==> config.mk <==
export PLATFORM = sky130hd
export DESIGN_NAME = button_event_decoder_flat
export DESIGN_NICKNAME = d
export VERILOG_FILES = /design/src/rtl/btn_pkg.sv /design/src/rtl/button_event_decoder_if.sv /design/src/rtl/btn_event_reg.sv /design/src/rtl/button_event_decoder.sv /design/src/flat_wrapper.sv
export SDC_FILE = /design/constraint.sdc
export NUM_CORES = 1
export LEC_CHECK = 0
export CORE_AREA = 2 2 44 77
export CTS_CLUSTER_SIZE = 10
export DETAILED_ROUTE_END_ITERATION = 10
export DIE_AREA = 0 0 46 79
export PLACE_DENSITY = 0.81
export SETUP_SLACK_MARGIN = 0.1
export SLEW_MARGIN = 40
export SYNTH_ARGS = -nofsm -noshare
export SYNTH_HDL_FRONTEND = slang
export SYNTH_SLANG_ARGS = --single-unit
==> constraint.sdc <==
create_clock -name clk -period 4.1 [get_ports clk]
set_input_delay 0.615 -clock clk [delete_from_list [all_inputs] [get_ports clk]]
set_output_delay 0.615 -clock clk [all_outputs]
set_load 0.01 [all_outputs]
==> src/rtl/btn_pkg.sv <==
// Shared button definitions: FSM state encodings and event codes used by the
// debouncer, the event decoder and any other button consumers.
package btn_pkg;

    typedef enum logic [2:0] {
        IDLE      = 3'd0,
        PRESSED   = 3'd1,
        LONG_HELD = 3'd2,
        WAIT_2ND  = 3'd3,
        PRESSED2  = 3'd4
    } btn_state_t;

    // 00 is reserved so a valid event can never carry an all-zero code
    typedef enum logic [1:0] {
        EV_NONE   = 2'b00,
        EV_SHORT  = 2'b01,
        EV_LONG   = 2'b10,
        EV_DOUBLE = 2'b11
    } btn_ev_t;

endpackage

==> src/rtl/button_event_decoder_if.sv <==
// Valid/ready event channel from the button decoder to application logic,
// plus the sticky dropped-event flag.
interface button_event_decoder_if;

    logic       ev_valid;
    logic [1:0] ev_code;
    logic       ev_ready;
    logic       ev_ovf;

    modport master (output ev_valid, output ev_code, output ev_ovf, input ev_ready);
    modport slave  (input ev_valid, input ev_code, input ev_ovf, output ev_ready);

endinterface

==> src/rtl/btn_event_reg.sv <==
// Single-entry valid/ready output register with sticky overflow; it knows
// nothing about the FSM, only load requests and the consumer handshake.
module btn_event_reg
    import btn_pkg::*;
(
    input  logic    clk,
    input  logic    rst_n,
    input  logic    load,
    input  btn_ev_t load_code,
    button_event_decoder_if.master ev_if
);

    // A stalled event is never overwritten; a load that cannot land is
    // recorded in ev_ovf, which only reset clears.
    always_ff @(posedge clk or negedge rst_n) begin
        if (!rst_n) begin
            ev_if.ev_valid <= 1'b0;
            ev_if.ev_code  <= 2'b00;
            ev_if.ev_ovf   <= 1'b0;
        end else if (ev_if.ev_valid && !ev_if.ev_ready) begin
            if (load) begin
                ev_if.ev_ovf <= 1'b1;
            end
        end else begin
            ev_if.ev_valid <= load;
            if (load) begin
                ev_if.ev_code <= load_code;
            end
        end
    end

endmodule

==> src/rtl/button_event_decoder.sv <==
// Classifies debounced button presses into SHORT/LONG/DOUBLE events and
// emits raw press/release strobes. Double-click detection needs BTN_DCLICK_EN.
module button_event_decoder
    import btn_pkg::*;
#(
    parameter int LONG_CYCLES   = 50_000_000,
    parameter int DCLICK_CYCLES = 15_000_000,
    parameter int CNT_W         = 26
) (
    input  logic clk,
    input  logic rst_n,
    input  logic btn_lvl,
    output logic press_p,
    output logic release_p,
    button_event_decoder_if.master ev_if
);

    localparam logic [CNT_W-1:0] LONG_LAST = CNT_W'(LONG_CYCLES - 1);
`ifdef BTN_DCLICK_EN
    localparam logic [CNT_W-1:0] DCLICK_LAST = CNT_W'(DCLICK_CYCLES - 1);
`endif

    btn_state_t       state;
    logic [CNT_W-1:0] cnt;
    logic             btn_q;
    logic             rise;
    logic             fall;
    logic             ev_load;
    btn_ev_t          ev_load_code;

    assign rise = btn_lvl & ~btn_q;
    assign fall = ~btn_lvl & btn_q;

    // Event requests are decoded from the current state so the event
    // register loads on the same edge as the matching FSM transition.
    always_comb begin
        ev_load      = 1'b0;
        ev_load_code = EV_SHORT;
        case (state)
            PRESSED: begin
                if (fall) begin
`ifndef BTN_DCLICK_EN
                    ev_load      = 1'b1;
                    ev_load_code = EV_SHORT;
`endif
                end else if (cnt == LONG_LAST) begin
                    ev_load      = 1'b1;
                    ev_load_code = EV_LONG;
                end
            end
`ifdef BTN_DCLICK_EN
            WAIT_2ND: begin
                if (!rise && (cnt == DCLICK_LAST)) begin
                    ev_load      = 1'b1;
                    ev_load_code = EV_SHORT;
                end
            end
            PRESSED2: begin
                if (fall) begin
                    ev_load      = 1'b1;
                    ev_load_code = EV_DOUBLE;
                end
            end
`endif
            default: ;
        endcase
    end

    // One shared counter times every state; it restarts on each transition
    // and saturates so a long idle never wraps into a false match.
    always_ff @(posedge clk or negedge rst_n) begin
        if (!rst_n) begin
            state     <= IDLE;
            cnt       <= '0;
            btn_q     <= 1'b0;
            press_p   <= 1'b0;
            release_p <= 1'b0;
        end else begin
            btn_q     <= btn_lvl;
            press_p   <= rise;
            release_p <= fall;
            cnt       <= (&cnt) ? cnt : cnt + CNT_W'(1);
            case (state)
                IDLE: begin
                    if (rise) begin
                        state <= PRESSED;
                        cnt   <= '0;
                    end
                end
                PRESSED: begin
                    if (fall) begin
`ifdef BTN_DCLICK_EN
                        state <= WAIT_2ND;
`else
                        state <= IDLE;
`endif
                        cnt   <= '0;
                    end else if (cnt == LONG_LAST) begin
                        state <= LONG_HELD;
                        cnt   <= '0;
                    end
                end
                LONG_HELD: begin
                    if (fall) begin
                        state <= IDLE;
                        cnt   <= '0;
                    end
                end
`ifdef BTN_DCLICK_EN
                WAIT_2ND: begin
                    if (rise) begin
                        state <= PRESSED2;
                        cnt   <= '0;
                    end else if (cnt == DCLICK_LAST) begin
                        state <= IDLE;
                        cnt   <= '0;
                    end
                end
                PRESSED2: begin
                    if (fall) begin
                        state <= IDLE;
                        cnt   <= '0;
                    end
                end
`endif
                default: begin
                    state <= IDLE;
                    cnt   <= '0;
                end
            endcase
        end
    end

    btn_event_reg u_event_reg (
        .clk       (clk),
        .rst_n     (rst_n),
        .load      (ev_load),
        .load_code (ev_load_code),
        .ev_if     (ev_if)
    );

endmodule

==> src/flat_wrapper.sv <==
// flat-port wrapper written by rule: the top's interface ports become plain ports
module button_event_decoder_flat import btn_pkg::*;
#(
    parameter int LONG_CYCLES   = 50_000_000,
    parameter int DCLICK_CYCLES = 15_000_000,
    parameter int CNT_W         = 26
)
  (clk, rst_n, btn_lvl, press_p, release_p, ev_if_ev_valid, ev_if_ev_code, ev_if_ev_ovf, ev_if_ev_ready);
  button_event_decoder_if ev_if_i ();
  input  logic clk;
  input  logic rst_n;
  input  logic btn_lvl;
  output logic press_p;
  output logic release_p;
  output wire logic [$bits(ev_if_i.ev_valid)-1:0] ev_if_ev_valid;
  output wire logic [$bits(ev_if_i.ev_code)-1:0] ev_if_ev_code;
  output wire logic [$bits(ev_if_i.ev_ovf)-1:0] ev_if_ev_ovf;
  input wire logic [$bits(ev_if_i.ev_ready)-1:0] ev_if_ev_ready;
  assign ev_if_ev_valid = ev_if_i.ev_valid;
  assign ev_if_ev_code = ev_if_i.ev_code;
  assign ev_if_ev_ovf = ev_if_i.ev_ovf;
  assign ev_if_i.ev_ready = ev_if_ev_ready;
  button_event_decoder #(.LONG_CYCLES(LONG_CYCLES), .DCLICK_CYCLES(DCLICK_CYCLES), .CNT_W(CNT_W)) u_core (.clk(clk), .rst_n(rst_n), .btn_lvl(btn_lvl), .press_p(press_p), .release_p(release_p), .ev_if(ev_if_i));
endmodule
Word level (Yosys, flattened, before mapping):

Cells that the tools add are included.

* register bits: 36
* output and inout bits: 6

* reductions and logical operators: 7
* bitwise logic cells: 5
* mux-type cells: 17
* add/subtract/negate cells: 1
* eq/ne operators: 6

Operators with widths (number)
* $mux W26: 5
* $pmux W26 S3: 1
* $add A26 B1 Y26 const B: 1
* $eq A26 B26 Y1 const B: 1
* $reduce_and A26 Y1: 1
* $mux W3: 4
* $pmux W3 S3: 1
* $mux W2: 3
* $ne A2 B1 Y1 const B: 2
* $reduce_and A2 Y1: 2
* $eq A3 B1 Y1 const B: 1
* $eq A3 B2 Y1 const B: 1
* $logic_not A3 Y1: 1
* $mux W1: 3
* $ne A3 B1 Y1 const B: 1
* $not A1 Y1: 3
* $reduce_and A3 Y1: 1
* $and A1 B1 Y1: 2
* $logic_and A1 B1 Y1: 1
* $logic_not A1 Y1: 1

Logic depth before layout (Yosys ltp):

Gate-level depths: netlist of run 1.

* word-level depth: 5
* depth in mapped cells: 8
* gate-level depth less buffers: 6

Cells and area by module:

A second synthesis of run 1 with hierarchy kept.

* cells, all modules: 195
* area, all modules: 1953.1 sq um

By module, submodules not included
* button_event_decoder: cells an instance 184, area an instance 1788.0 sq um, sequential area each 775.7 sq um, times used 1
* btn_event_reg: cells an instance 11, area an instance 165.2 sq um, sequential area each 100.1 sq um, times used 1

Worst setup path after synthesis of run 1:

No wires, ideal clock.

* path type: register to register
* start: register u_core.cnt[0]
* end: register u_core.cnt[6]
* period minus slack after synthesis: 2.002 ns
* stages on the path, launching flop included: 9
* setup slack: 2.098 ns
* arrival: 1.876 ns
* data required time: 3.974 ns
* path buffers: 2
* cell sequence: dfrtp_1 -> ha_1 -> and2_1 -> clkbuf_1 -> nand2_1 -> or4_4 -> a31oi_4 -> buf_6 -> a21oi_1

* longest elaborated chain between the ends: 5

RTL lines
* start: declaration: line button_event_decoder.sv:24 `logic [CNT_W-1:0] cnt;`
* start signal: assignment: line button_event_decoder.sv:82 `cnt <= (&cnt) ? cnt : cnt + CNT_W'(1);`
* $add A26 B1 Y26 or $reduce_and A26 Y1 (tied branches): line button_event_decoder.sv:82
* $mux W26: line button_event_decoder.sv:82
* $mux W26: line button_event_decoder.sv:98 `end else if (cnt == LONG_LAST) begin`
* $mux W26: line button_event_decoder.sv:91 `if (fall) begin`
* $pmux W26 S3 (*): line button_event_decoder.sv:83 `case (state)`

Mark *: on every way between the ends. The rest lies on a longest branch, timed or not.
A chain may end at the register's enable or synchronous reset.

Final worst setup path of run 1:

* start: register u_core.cnt[15]
* end: register u_core.cnt[1]

* longest elaborated chain between the ends: 5

RTL lines (line)
* $reduce_and A26 Y1: button_event_decoder.sv:82
* $mux W26: button_event_decoder.sv:82
* $mux W26: button_event_decoder.sv:98
* $mux W26: button_event_decoder.sv:91
* $pmux W26 S3 (*): button_event_decoder.sv:83

Marks and branches as above.

==> flow_metrics.env, run 1 <==
export IMPL_period_needed_ns=2.48
export IMPL_p_clk_share_pct=32.5
export IMPL_finalSetupTns_ns=0
export IMPL_grt_pass1_wl_mm=6.25
export IMPL_relSlewSlack_pct=48.5
export IMPL_ant_nets=0
export IMPL_cts_max_level=2
export IMPL_overflow=0
export IMPL_vias_per_cell=6.56
export IMPL_syn_avg_cell_area_um2=9.74
export IMPL_drive_gt1_share_pct=6.06
export IMPL_outcome="finished clean"
export IMPL_grt_pass1_vias=1499
export IMPL_io_buffers=9
export IMPL_core_area_um2=3040
export IMPL_layout_common_cells="35 x dfrtp_1, 23 x nor2_1, 16 x xnor2_1, 16 x a21oi_1, 11 x nand2_1"
export IMPL_holdCritPathClass="reg2reg"
export IMPL_grt_max_degree=36
export IMPL_drv_cap=0
export IMPL_slew_violations=0
export IMPL_p_total_w=0.000723
export IMPL_synth_ff_latch_count=35
export IMPL_grt_antenna_before_repair=0
export IMPL_critPathKind="reg2reg"
export IMPL_post_cts_resize_count=0
export IMPL_p_sw_share_pct=26.6
export IMPL_fin_cells=227
export IMPL_wirelength_mm=3.73
export IMPL_grt_setup_unrepaired="no"
export IMPL_cts_buffer_depth=2
export IMPL_syn_nets=194
export IMPL_wl_per_cell_um=16.4
export IMPL_final_common_cell="dfrtp_1"
export IMPL_drc=0
export IMPL_path_max_fanout=17
export IMPL_max_vdd_ir_drop_uv=290
export IMPL_fin_crit_sh_pct=60.6
export IMPL_leakage_nw=0.820
export IMPL_drt_first_iter_violations=80
export IMPL_num_rows=27
export IMPL_pwr_share_comb_pct=14.0
export IMPL_yosysWarningCount=0
export IMPL_synth_cell_type_count=38
export IMPL_fin_util_pct=65.8
export IMPL_root_buffer="clkbuf_8"
export IMPL_internal_power_w=0.000531
export IMPL_arrival_ns=2.63
export IMPL_clk_pin_slew_ns=0.07
export IMPL_grt_usage_pct=23.4
export IMPL_yosysSeqAreaShare_pct=47.6
export IMPL_cts_num_sinks=35
export IMPL_syn_to_final_growth_pct=8.70
export IMPL_initial_core_util_pct=60.6
export IMPL_io_pins=10
export IMPL_nets=202
export IMPL_cts_hold_buf=0
export IMPL_start_kind="flop"
export IMPL_p_sw_w=0.000192
export IMPL_crit_required_ns=4.24
export IMPL_dieArea_um2=3630
export IMPL_cts_tree="built"
export IMPL_power_density_nw_per_um2=361
export IMPL_drt_first_pass_iters=4
export IMPL_syn_area_um2=1840
export IMPL_fin_skew_ns=0.00493
export IMPL_gp_congestion=0.790
export IMPL_multiInputGateArea_um2=896
export IMPL_cp_end_kind="flop"
export IMPL_fillers=247
export IMPL_cts_setup_buffers=0
export IMPL_seqCellArea_um2=876
export IMPL_cts_buffers=5
export IMPL_syn_inst=189
export IMPL_dp_hpwl_mm=2.67
export IMPL_vias=1490
export IMPL_finalHoldViolCount=0
export IMPL_seqPwrFrac_pct=53.5
export IMPL_floorplan_die_width_um=46
export IMPL_antenna_diode_count=0
export IMPL_fmax_mhz=403
export IMPL_worst_pin_slew_ns=0.766
export IMPL_die_height_um=79
export IMPL_dp_cells=219
export IMPL_setup_violations=0
export IMPL_clk_latency_ns=0.29
==> state kept, by name (all words and copies together), names as in the netlist <==
signal,flops
u_core.press_p,1
u_core.u_event_reg.ev_if.ev_valid,1
u_core.cnt,26
u_core.u_event_reg.ev_if.ev_ovf,1
u_core.release_p,1
u_core.u_event_reg.ev_if.ev_code,2
u_core.btn_q,1
u_core.state,2
==> critical path, cell delays in order (launching register included) <==
cell     delay (ns)
dfrtp_1        0.46
nand4_1        0.27
nor4_4         0.72
and2_1         0.58
mux2i_1        0.25
nor2_1         0.05
==> synth_stat cells, drive strengths merged <==
master	n	share of area, %
o21bai	1	0.41
o21ai	3	0.81
a22o	1	0.48
or4	5	2.2
o31a	1	0.48
xnor2	16	7.6
and4	5	2.4
nor4bb	1	0.54
nor3	4	1.1
nor2	23	4.7
dfrtp	35	48
ha	1	0.68
a21boi	2	0.81
and3	3	1.0
and2	3	1.0
or3	2	0.68
nor4	6	2.9
buf	5	2.2
xor2	1	0.48
mux2i	2	1.1
inv	4	0.81
nor2b	2	0.68
nand2	11	2.2
clkbuf	4	0.81
nand2b	3	1.0
o31ai	5	2.0
a21oi	16	4.3
nand4	9	3.4
nand3	8	2.2
or2	3	1.0
a31oi	1	1.2
a211oi	3	1.2
==> metal layers <==
metal	global-route usage [%]	wire length, µm
met5	0	0
met4	15.1	99
met3	6.14	174
met2	39.3	2010
met1	23.9	1440
==> final timing paths <==
kind / slack (ns) / from / cells past startpoint / end
max: 1.62 / u_core.cnt[15] / 5 / u_core.cnt[1]
min: 0.49 / u_core.u_event_reg.ev_if.ev_ovf / 1 / u_core.u_event_reg.ev_if.ev_ovf
max reg2reg: 1.62 / u_core.cnt[15] / 5 / u_core.cnt[1]
min reg2reg: 0.49 / u_core.u_event_reg.ev_if.ev_ovf / 1 / u_core.u_event_reg.ev_if.ev_ovf
max in group asynchronous: 3.06 / rst_n / 2 / u_core.cnt[25]
min in group asynchronous: 0.73 / rst_n / 2 / u_core.u_event_reg.ev_if.ev_valid
==> per-stage QoR <==
step           setup slack, ns  hold WS [ns]  area (µm²)
6_report                  1.62         0.488        2000
5_1_grt                   1.46         0.528        2000
4_1_cts                   1.67         0.493        2000
3_5_place_dp              1.59         0.473        1920
3_3_place_gp              1.68         0.461        1920
2_1_floorplan             2.10         0.319        1840
==> cell families (layout without fill, tap and decap cells) <==
| logic type | count (synthesis) | count (layout) | synth area share [%] |
|---|---|---|---|
| AND/OR/NAND/NOR | 88 | 88 | 27.0 |
| flip-flops | 35 | 35 | 47.6 |
| AO/OA/AOI/OAI | 33 | 33 | 11.8 |
| XOR/XNOR | 17 | 17 | 8.08 |
| buffers and inverters | 13 | 22 | 3.80 |
| multiplexers | 2 | 2 | 1.09 |
| adder cells (fa/ha/maj) | 1 | 1 | 0.679 |
==> power by group through the flow <==
stage / Combinational, W / Clock, W / Sequential (W)
finish: 0.000101 / 0.000235 / 0.000386
global route: 0.000115 / 0.000260 / 0.000389
CTS: 0.000104 / 0.000244 / 0.000386
detailed placement: 0.000103 / 0 / 0.000392
global placement: 0.0000990 / 0 / 0.000390
floorplan: 0.0000703 / 0 / 0.000392
==> layout make-up <==
class,count,area share [%]
tap,29,1.81
timing repair buffer,10,4.87
sequential,35,43.8
inverter,4,0.750
clock buffer,7,3.81
clock inverter,1,0.250
multi-input combinational,141,44.7
Power figures use the tool's default switching activity.
==> run 2: changes to the inputs <==
--- a/config.mk
+++ b/config.mk
@@ -5,11 +5,11 @@
 export SDC_FILE = /design/constraint.sdc
 export NUM_CORES = 1
 export LEC_CHECK = 0
-export CORE_AREA = 2 2 44 77
+export CORE_AREA = 2 2 48 83
 export CTS_CLUSTER_SIZE = 10
 export DETAILED_ROUTE_END_ITERATION = 10
-export DIE_AREA = 0 0 46 79
-export PLACE_DENSITY = 0.81
+export DIE_AREA = 0 0 50 85
+export PLACE_DENSITY = 0.73
 export SETUP_SLACK_MARGIN = 0.1
 export SLEW_MARGIN = 40
 export SYNTH_ARGS = -nofsm -noshare
==> constraint.sdc (replaced) <==
create_clock -name clk -period 2.13 [get_ports clk]
set_input_delay 0.3195 -clock clk [delete_from_list [all_inputs] [get_ports clk]]
set_output_delay 0.3195 -clock clk [all_outputs]
set_load 0.01 [all_outputs]
==> run 2 against run 1 <==
- design area rose by 19%
- clock skew increased by 0.0024 ns
- hold slack got worse by 0.044 ns
- via count is 12% higher
- global-route usage is 1.5 points lower
- core utilization up 0.51 points
- die area up 17%
- clock power increased by 92%
- sequential share of layout area decreased by 6.6 points
- final cell count grew 19%
==> flow_metrics.env, run 2 (same netlist as run 1, synthesis figures left out) <==
export IMPL_cts_buffer_depth=2
export IMPL_reg_top3="u_core.cnt (26), u_core.state (2), u_core.u_event_reg.ev_if.ev_code (2)"
export IMPL_critPathKind="reg2reg"
export IMPL_fillers=257
export IMPL_fmax_mhz=486
export IMPL_layout_common_cells="27 x dfrtp_1, 23 x buf_4, 17 x nor2_1, 16 x xnor2_1, 12 x a21oi_1"
export IMPL_leakage_nw=0.983
export IMPL_worst_pin_slew_ns=0.458
export IMPL_fin_area_um2=2380
export IMPL_clk_latency_ns=0.28
export IMPL_finalSetupTns_ns=0
export IMPL_crit_required_ns=2.30
export IMPL_vias=1668
export IMPL_vias_per_cell=6.18
export IMPL_hold_ws_ns=0.445
export IMPL_num_rows=29
export IMPL_wirelength_mm=4.77
export IMPL_overflow=0
export IMPL_clk_pin_slew_ns=0.07
export IMPL_die_height_um=85
export IMPL_grt_antenna_before_repair=0
export IMPL_grt_max_degree=36
export IMPL_post_dp_cell_area_um2=2050
export IMPL_relSlewSlack_pct=69.4
export IMPL_worstRegToRegCells=7
export IMPL_fin_crit_sh_pct=96.6
export IMPL_path_max_fanout=7
export IMPL_drt_first_pass_iters=4
export IMPL_period_needed_ns=2.06
export IMPL_seqCellArea_um2=886
export IMPL_regToRegEndpoint="u_core.cnt[7]"
export IMPL_slew_violations=0
export IMPL_cp_slowest_stage_delay_ns=0.53
export IMPL_cts_num_sinks=35
export IMPL_setup_violations=0
export IMPL_grt_setup_unrepaired="yes"
export IMPL_crit_chain="ha_2, and2_4, nand2_4, or4_4, a31oi_4, clkbuf_16, nor2_1"
export IMPL_final_common_cell="dfrtp_1"
export IMPL_largest_reg_flops=26
export IMPL_root_buffer="clkbuf_8"
export IMPL_dp_slack_ns=0.0647
export IMPL_drive_gt1_share_pct=29.5
export IMPL_syn_to_final_growth_pct=29.4
export IMPL_max_vdd_ir_drop_uv=503
export IMPL_drt_first_iter_violations=80
export IMPL_finalHoldViolCount=0
export IMPL_cp_end_kind="flop"
export IMPL_gp_congestion=0.846
export IMPL_grt_pass1_vias=1634
export IMPL_wl_per_cell_um=17.7
export IMPL_power_density_nw_per_um2=638
export IMPL_grt_usage_pct=21.9
export IMPL_drc=0
export IMPL_nets=228
export IMPL_core_area_um2=3590
export IMPL_fin_skew_ns=0.00735
export IMPL_cts_tree="built"
export IMPL_cts_buffers=5
export IMPL_max_flop_register="u_core.cnt"
export IMPL_setup_slack_ns=0.0733
export IMPL_initial_core_util_pct=51.3
export IMPL_ff2ff_setup_slack_ns=0.07
export IMPL_start_kind="flop"
export IMPL_io_buffers=9
export IMPL_arrival_ns=2.22
export IMPL_cp_slowest_cell="or4_4"
export IMPL_io_pins=10
export IMPL_grt_pass1_wl_mm=7.17
export IMPL_dieArea_um2=4250
export IMPL_holdCritPathClass="in2async"
export IMPL_drv_cap=0
export IMPL_antenna_diode_count=0
export IMPL_ant_nets=0
export IMPL_outcome="finished clean"
export IMPL_multiInputGateArea_um2=1000
export IMPL_rr_startpoint="u_core.cnt[1]"
export IMPL_dp_hpwl_mm=2.90
export IMPL_cts_max_level=2
export IMPL_floorplan_die_width_um=50
==> run 2: layout make-up <==
type	count	share of cell area, %
clock inverters	1	0.210
repair buffers	36	14.4
inverters	4	0.630
multi-input cells	141	41.9
well taps	46	2.41
flip-flops and latches	35	37.2
clock buffers	7	3.20
==> run 2: per-layer routing <==
| layer | global-route usage (%) | share of wire (%) | up-vias |
|---|---|---|---|
| met5 | 0 | 0 | - |
| met3 | 4.40 | 4.3 | 15 |
| met1 | 23.4 | 38 | 841 |
| met2 | 39.6 | 55 | 62 |
| met4 | 10.6 | 2.9 | 0 |
| li1 | - | - | 750 |
==> run 2: how the worst max path moves through the flow <==
stage               slack, ns  cells after the start              to           from
floorplan                0.13                      8   u_core.cnt[6]  u_core.cnt[0]
global placement         0.15                      6  u_core.cnt[21]  u_core.cnt[0]
detailed placement       0.06                      6  u_core.cnt[21]  u_core.cnt[0]
CTS                      0.11                      6  u_core.cnt[25]  u_core.cnt[9]
global route            0.009                      6   u_core.cnt[7]  u_core.cnt[7]
finish                   0.07                      7   u_core.cnt[7]  u_core.cnt[1]
==> run 2: power by group <==
group | leakage, nW | internal [W] | switching [W]
clock | 0.0422 | 0.000229 | 0.000223
combinational | 0.482 | 0.000161 | 0.000164
sequential | 0.459 | 0.000709 | 0.0000350
total | 0.983 | 0.00110 | 0.000422
==> run 2: metrics by stage <==
step	utilization, %	total power (W)	std cells
after floorplan	-	0.000890	189
after global placement	57.1	0.000971	249
after detailed placement	57.1	0.000982	249
after CTS	59.5	0.00144	257
after global routing	66.4	0.00159	270
final	66.4	0.00152	270
==> run 2: critical path: cells and delay by family (launching register included) <==
family                     cells  cell delay [ns]
adders and majority gates      1             0.20
DFF                            1             0.39
and+or+nand+nor                4             0.82
AOI/OAI and AO/OA              1             0.31
buffers and inverters          1             0.22
==> run 2: timing repair <==
action                                  4_1_cts  5_1_grt
endpoints found under the setup margin        6       26
gates cloned                                  0        3
pin swaps                                     0       12
gates resized for setup                       3       36
buffers inserted                              0       10
hold endpoints to repair                      0        0
hold buffers                                  0        0
